File: src/rtl/cpu_state_sequencer.sv
// Purpose : instruction-cycle sequencer for the multicycle MIPS core; emits the
//           state code (0=HALT 1=FETCH 2=DECODE 3=EXEC1 4=EXEC2) to control_unit.
// Latency : all outputs registered; ALU/LW instruction = 4 cycles, MULT/DIV = 4+MULDIV_CYCLES.
// Backpressure: Avalon waitrequest holds FETCH, EXEC1 (reads only) and EXEC2.
//
// Ports:
//   clk, reset         clock; synchronous active-high reset (overrides everything)
//   waitrequest        Avalon stall from memory
//   memread, memwrite  strobes from control_unit (memwrite is informational only)
//   opcode, fun        instr[31:26] / instr[5:0] from the instruction register
//   halt_req           PC being written this cycle is zero
//   state              registered state code
//   active             high while the core is executing (low in HALT)
//   instr_count        retired instructions since reset, wraps
module cpu_state_sequencer #(
  parameter int MULDIV_CYCLES = 4,
  parameter int COUNT_WIDTH   = 32
) (
  input  logic                   clk,
  input  logic                   reset,
  input  logic                   waitrequest,
  input  logic                   memread,
  input  logic                   memwrite,
  input  logic [5:0]             opcode,
  input  logic [5:0]             fun,
  input  logic                   halt_req,
  output logic [3:0]             state,
  output logic                   active,
  output logic [COUNT_WIDTH-1:0] instr_count
);

  localparam int CW = $clog2(MULDIV_CYCLES + 1);

  typedef enum logic [3:0] {
    ST_HALT   = 4'd0,
    ST_FETCH  = 4'd1,
    ST_DECODE = 4'd2,
    ST_EXEC1  = 4'd3,
    ST_EXEC2  = 4'd4
  } state_t;

  // The state register is a raw 4-bit vector rather than state_t so that it can
  // legitimately hold the undefined codes 5..15 (upset or bad init) and recover.
  logic [3:0]             state_q, state_d;
  logic                   active_q, active_d;
  logic [COUNT_WIDTH-1:0] count_q, count_d;
  logic [CW-1:0]          muldiv_cnt_q, muldiv_cnt_d;
  logic                   is_muldiv;

  // memwrite does not influence sequencing: waitrequest alone decides stalls.
  logic unused_memwrite;
  assign unused_memwrite = memwrite;

  // MULT/MULTU/DIV/DIVU are SPECIAL opcodes with fun = 0110xx.
  assign is_muldiv = (opcode == 6'b000000) && (fun[5:2] == 4'b0110);

  always_comb begin
    state_d      = state_q;
    count_d      = count_q;
    muldiv_cnt_d = muldiv_cnt_q;
    case (state_q)
      ST_FETCH: begin
        if (!waitrequest) state_d = ST_DECODE;
      end
      ST_DECODE: begin
        state_d      = ST_EXEC1;
        muldiv_cnt_d = is_muldiv ? CW'(MULDIV_CYCLES) : '0;
      end
      ST_EXEC1: begin
        // The multi-cycle hold has priority; a read stall only matters once
        // the counter has drained.
        if (muldiv_cnt_q != '0) begin
          muldiv_cnt_d = muldiv_cnt_q - CW'(1);
        end else if (!(memread && waitrequest)) begin
          state_d = ST_EXEC2;
        end
      end
      ST_EXEC2: begin
        // Retire only when the PC write actually happens (waitrequest low);
        // halt_req is only meaningful on that cycle.
        if (!waitrequest) begin
          count_d = count_q + COUNT_WIDTH'(1);
          state_d = halt_req ? ST_HALT : ST_FETCH;
        end
      end
      ST_HALT: begin
        state_d = ST_HALT;
      end
      default: begin
        state_d = ST_HALT;
      end
    endcase
    active_d = (state_d != ST_HALT);
  end

  always_ff @(posedge clk) begin
    if (reset) begin
      state_q      <= ST_FETCH;
      active_q     <= 1'b1;
      count_q      <= '0;
      muldiv_cnt_q <= '0;
    end else begin
      state_q      <= state_d;
      active_q     <= active_d;
      count_q      <= count_d;
      muldiv_cnt_q <= muldiv_cnt_d;
    end
  end

  assign state       = state_q;
  assign active      = active_q;
  assign instr_count = count_q;

endmodule
File: config.mk
export PLATFORM = sky130hd
export DESIGN_NAME = cpu_state_sequencer
export DESIGN_NICKNAME = d
export VERILOG_FILES = /design/src/rtl/cpu_state_sequencer.sv
export SDC_FILE = /design/constraint.sdc
export NUM_CORES = 1
export LEC_CHECK = 0
export BUFFER_PORTS_ARGS = -buffer_cell sky130_fd_sc_hd__buf_4
export CAP_MARGIN = 20
export CORE_ASPECT_RATIO = 1.4
export CORE_UTILIZATION = 50
export CTS_CLUSTER_SIZE = 8
export DETAILED_ROUTE_END_ITERATION = 8
export PLACE_DENSITY = 0.81
export SYNTH_ARGS = -nofsm -noshare
export SYNTH_HDL_FRONTEND = slang
export SYNTH_SLANG_ARGS = --single-unit
File: constraint.sdc
create_clock -name clk -period 2.9 [get_ports clk]
set_input_delay 0.58 -clock clk [delete_from_list [all_inputs] [get_ports clk]]
set_output_delay 0.58 -clock clk [all_outputs]
set_load 0.005 [all_outputs]
==> qor.csv <==
stage,metric,value,unit
clocking,htreeDepth,2,
flow_run,max_cap_viol_count,0,
outcome,status,"complete, no violations",
logic_synthesis,synth_ff_type,dfxtp_1,
timing,worst_pin_slew,611,ps
logic_synthesis,netlist_instances,235,
grt,use_met3,0.0583,
clocking,clock_latency,290,ps
floorplanning,initial_core_util,0.520,
grt,met1_usage,0.227,
power_and_ir_drop,switchingPower,210,uW
place,io_buffer_count,51,
timing,clock_skew,7.62,ps
clocking,cts_resized,0,
floorplanning,ios,55,
grt,grt_max_degree,46,
power_and_ir_drop,finalPower,950,uW
detailed_routing,routed_via_density,5.93,
setup_path,end_kind,flip-flop,
timing,max_slew_margin,0.592,
detailed_routing,post_drt_wl_per_cell,14.0,um
clocking,post_cts_buffers,0,
power_and_ir_drop,pwr-share-comb,0.049,
timing,fmax,505,MHz
logic_synthesis,yosysTopAreaCell,dfxtp_1,
detailed_routing,drc,0,
logic_synthesis,netlist_area,2040,um^2
timing,hold_ws,466,ps
grt,grt_use_met2,0.405,
timing,setup_slack,918,ps
setup_path,rr_worst_depth,4,
grt,grt-ovfl-total,0,
grt,antenna_found_initial,0,
power_and_ir_drop,p_int,740,uW
power_and_ir_drop,leakagePower,0.959,nW
floorplanning,fp-row-count,27,
logic_synthesis,seq_area_frac_synth,0.393,
clocking,numClockSinks,40,
power_and_ir_drop,p_seq_frac,0.590,
power_and_ir_drop,p_per_area,381,nW/um^2
logic_synthesis,yosysWarnings,0,
place,gp_congestion,0.777,
setup_path,regToRegSetupSlack,920,ps
logic_synthesis,synth_area_per_cell,8.67,um^2
power_and_ir_drop,clkPwrFrac,0.362,
detailed_routing,first_pass_iters,4,
floorplanning,die_x,56.0,um
timing,setup_viol,0,
timing,hold_viol,0,
floorplanning,fp.dieH,77.5,um
finish,areaGrowthSynthToFinish,22.3,%
place,pre_cts_slack,690,ps
detailed_routing,ant_nets,0,
logic_synthesis,synth_top_area_frac,0.393,
detailed_routing,routed_wl,4550,um
clocking,clkTransAtPathRegs,70,ps
clocking,cts_root_buf,clkbuf_8,
logic_synthesis,synth-seq-cells,40,
clocking,cts_tree,yes,
grt,grt_busiest_layer,met2,
clocking,cts_made_buffers,5,
grt,grtUsageTotal,0.217,
power_and_ir_drop,ir_drop,0.000397,V
timing,period_share,0.683,
finish,drive_gt1_frac,0.251,
finish,antenna_cells,0,
grt,grt_pass1_vias,1733,
setup_path,path_cells,nor3b_4 -> nand4_1 -> nor4_1 -> mux2_2,
setup_path,slowest_stage,dfxtp_1,
floorplanning,dieArea,4340,um^2
detailed_routing,num_vias,1932,
worst_hold_path,min_path_type,reg -> reg,
logic_synthesis,synth_edf_count,0,
logic_synthesis,synthTopCellsByArea,"dfxtp_1 (39%), a21oi_1 (4.9%), mux2_2 (3.9%)",
finish,nFillCells,353,
logic_synthesis,synth_cell_types,42,
clocking,holdBufCountCts,0,
setup_path,critPathMaxFanout,8,
power_and_ir_drop,switching_share,0.221,
worst_hold_path,min_path_cells,2,
clocking,ctsLongestPathBuffers,2,
setup_path,crit_path_start_kind,flip-flop,
timing,finalMaxSlewViolations,0,
timing,setup_tns,0,ps
timing,rsz0062_at_grt,false,
grt,grt_first_pass_wirelength,7600,um
floorplanning,coreArea,3920,um^2
timing,period_minus_slack,1980,ps
finish,final_nets,304,
finish,seqCellArea,801,um^2
setup_path,cp.arrival,2160,ps
logic_synthesis,synth_nets,256,
finish,multi_input_area,1150,um^2
logic_synthesis,async_reset_ff_frac,0,
setup_path,cpPeakStageDelay,440,ps
detailed_routing,drt_iter0_drc,45,
setup_path,worstPathRequired,3080,ps
place,post-dp-hpwl,3300,um
setup_path,crit_type,reg -> reg,
final cells by class:
type / instances / share of cell area
clock buffers: 6 / 0.0291
clock inverters: 1 / 0.00201
inverters: 8 / 0.0120
multi-input cells: 177 / 0.461
flip-flops and latches: 40 / 0.321
well taps: 43 / 0.0216
repair buffers: 51 / 0.154
cell usage after synthesis (all sizes together), types with 2 or more instances:
library cell   n
nor2          20
buf            5
nand3          9
or4           10
nand4         13
and2           3
clkbuf         5
mux2           7
and3           4
o21ai          8
nand2         19
or3            6
o31ai         10
xor2           7
nor4           8
and4bb         2
and4           3
a21oi         20
inv            8
nor3b          3
ha             3
nor2b          9
dfxtp         40
state kept, by name (all words and copies together) (netlist names):
signal and flops:
state 4, muldiv_cnt_q 3, instr_count 32, active 1
path summary, 6_finish.rpt:
path | to | start
worst min register to register | muldiv_cnt_q[0] | muldiv_cnt_q[0]
worst max register to register | instr_count[28] | state[2]
worst min-delay path | muldiv_cnt_q[0] | muldiv_cnt_q[0]
worst max-delay path | instr_count[28] | state[2]
metal layers:
| metal | up-vias | routed length (um) |
|---|---|---|
| met5 | - | 0 |
| met1 | 920 | 1910 |
| met3 | 6 | 202 |
| li1 | 960 | - |
| met2 | 46 | 2390 |
| met4 | 0 | 55 |
power by group through the flow:
stage / sequential, mW / clock, mW / combinational (mW)
2_1_floorplan: 0.570 / 0 / 0.0258
3_3_place_gp: 0.573 / 0 / 0.0453
3_5_place_dp: 0.573 / 0 / 0.0464
4_1_cts: 0.560 / 0.349 / 0.0463
5_1_grt: 0.561 / 0.380 / 0.0509
6_report: 0.560 / 0.344 / 0.0463
stage by stage:
step / cell area, um^2 / util / std cells
2_1_floorplan: 2040 / - / 235
3_3_place_gp: 2420 / 0.617 / 319
3_5_place_dp: 2420 / 0.617 / 319
4_1_cts: 2490 / 0.636 / 326
5_1_grt: 2490 / 0.636 / 326
6_report: 2490 / 0.636 / 326
placed cells by master, fill, tap and decap left out, types with 4 or more instances in the layout:
| master | instances |
|---|---|
| a21oi_1 | 20 |
| and3_1 | 4 |
| buf_4 | 51 |
| clkbuf_8 | 5 |
| dfxtp_1 | 40 |
| inv_1 | 8 |
| mux2_2 | 7 |
| nand2_1 | 19 |
| nand3_1 | 8 |
| nand4_1 | 12 |
| nor2_1 | 20 |
| nor2b_1 | 9 |
| nor4_1 | 8 |
| o21ai_0 | 8 |
| o31ai_1 | 10 |
| or3_1 | 6 |
| or4_1 | 10 |
| xor2_1 | 7 |
critical path, delay by kind of cell (launching register included):
family           cells  cell delay (ps)
muxes                1              380
and+or+nand+nor      3             1050
DFF                  1              440
cells by family after synthesis:
group	after synthesis	synth area share
AND/OR/NAND/NOR	114	0.339
AO/OA/AOI/OAI	44	0.131
flip-flops	40	0.393
buffers and inverters	18	0.0436
XOR/XNOR	8	0.0344
multiplexers	7	0.0387
adder cells (fa/ha/maj)	3	0.0184
other	1	0.00184
No activity file was read; power rests on OpenSTA's default activity.
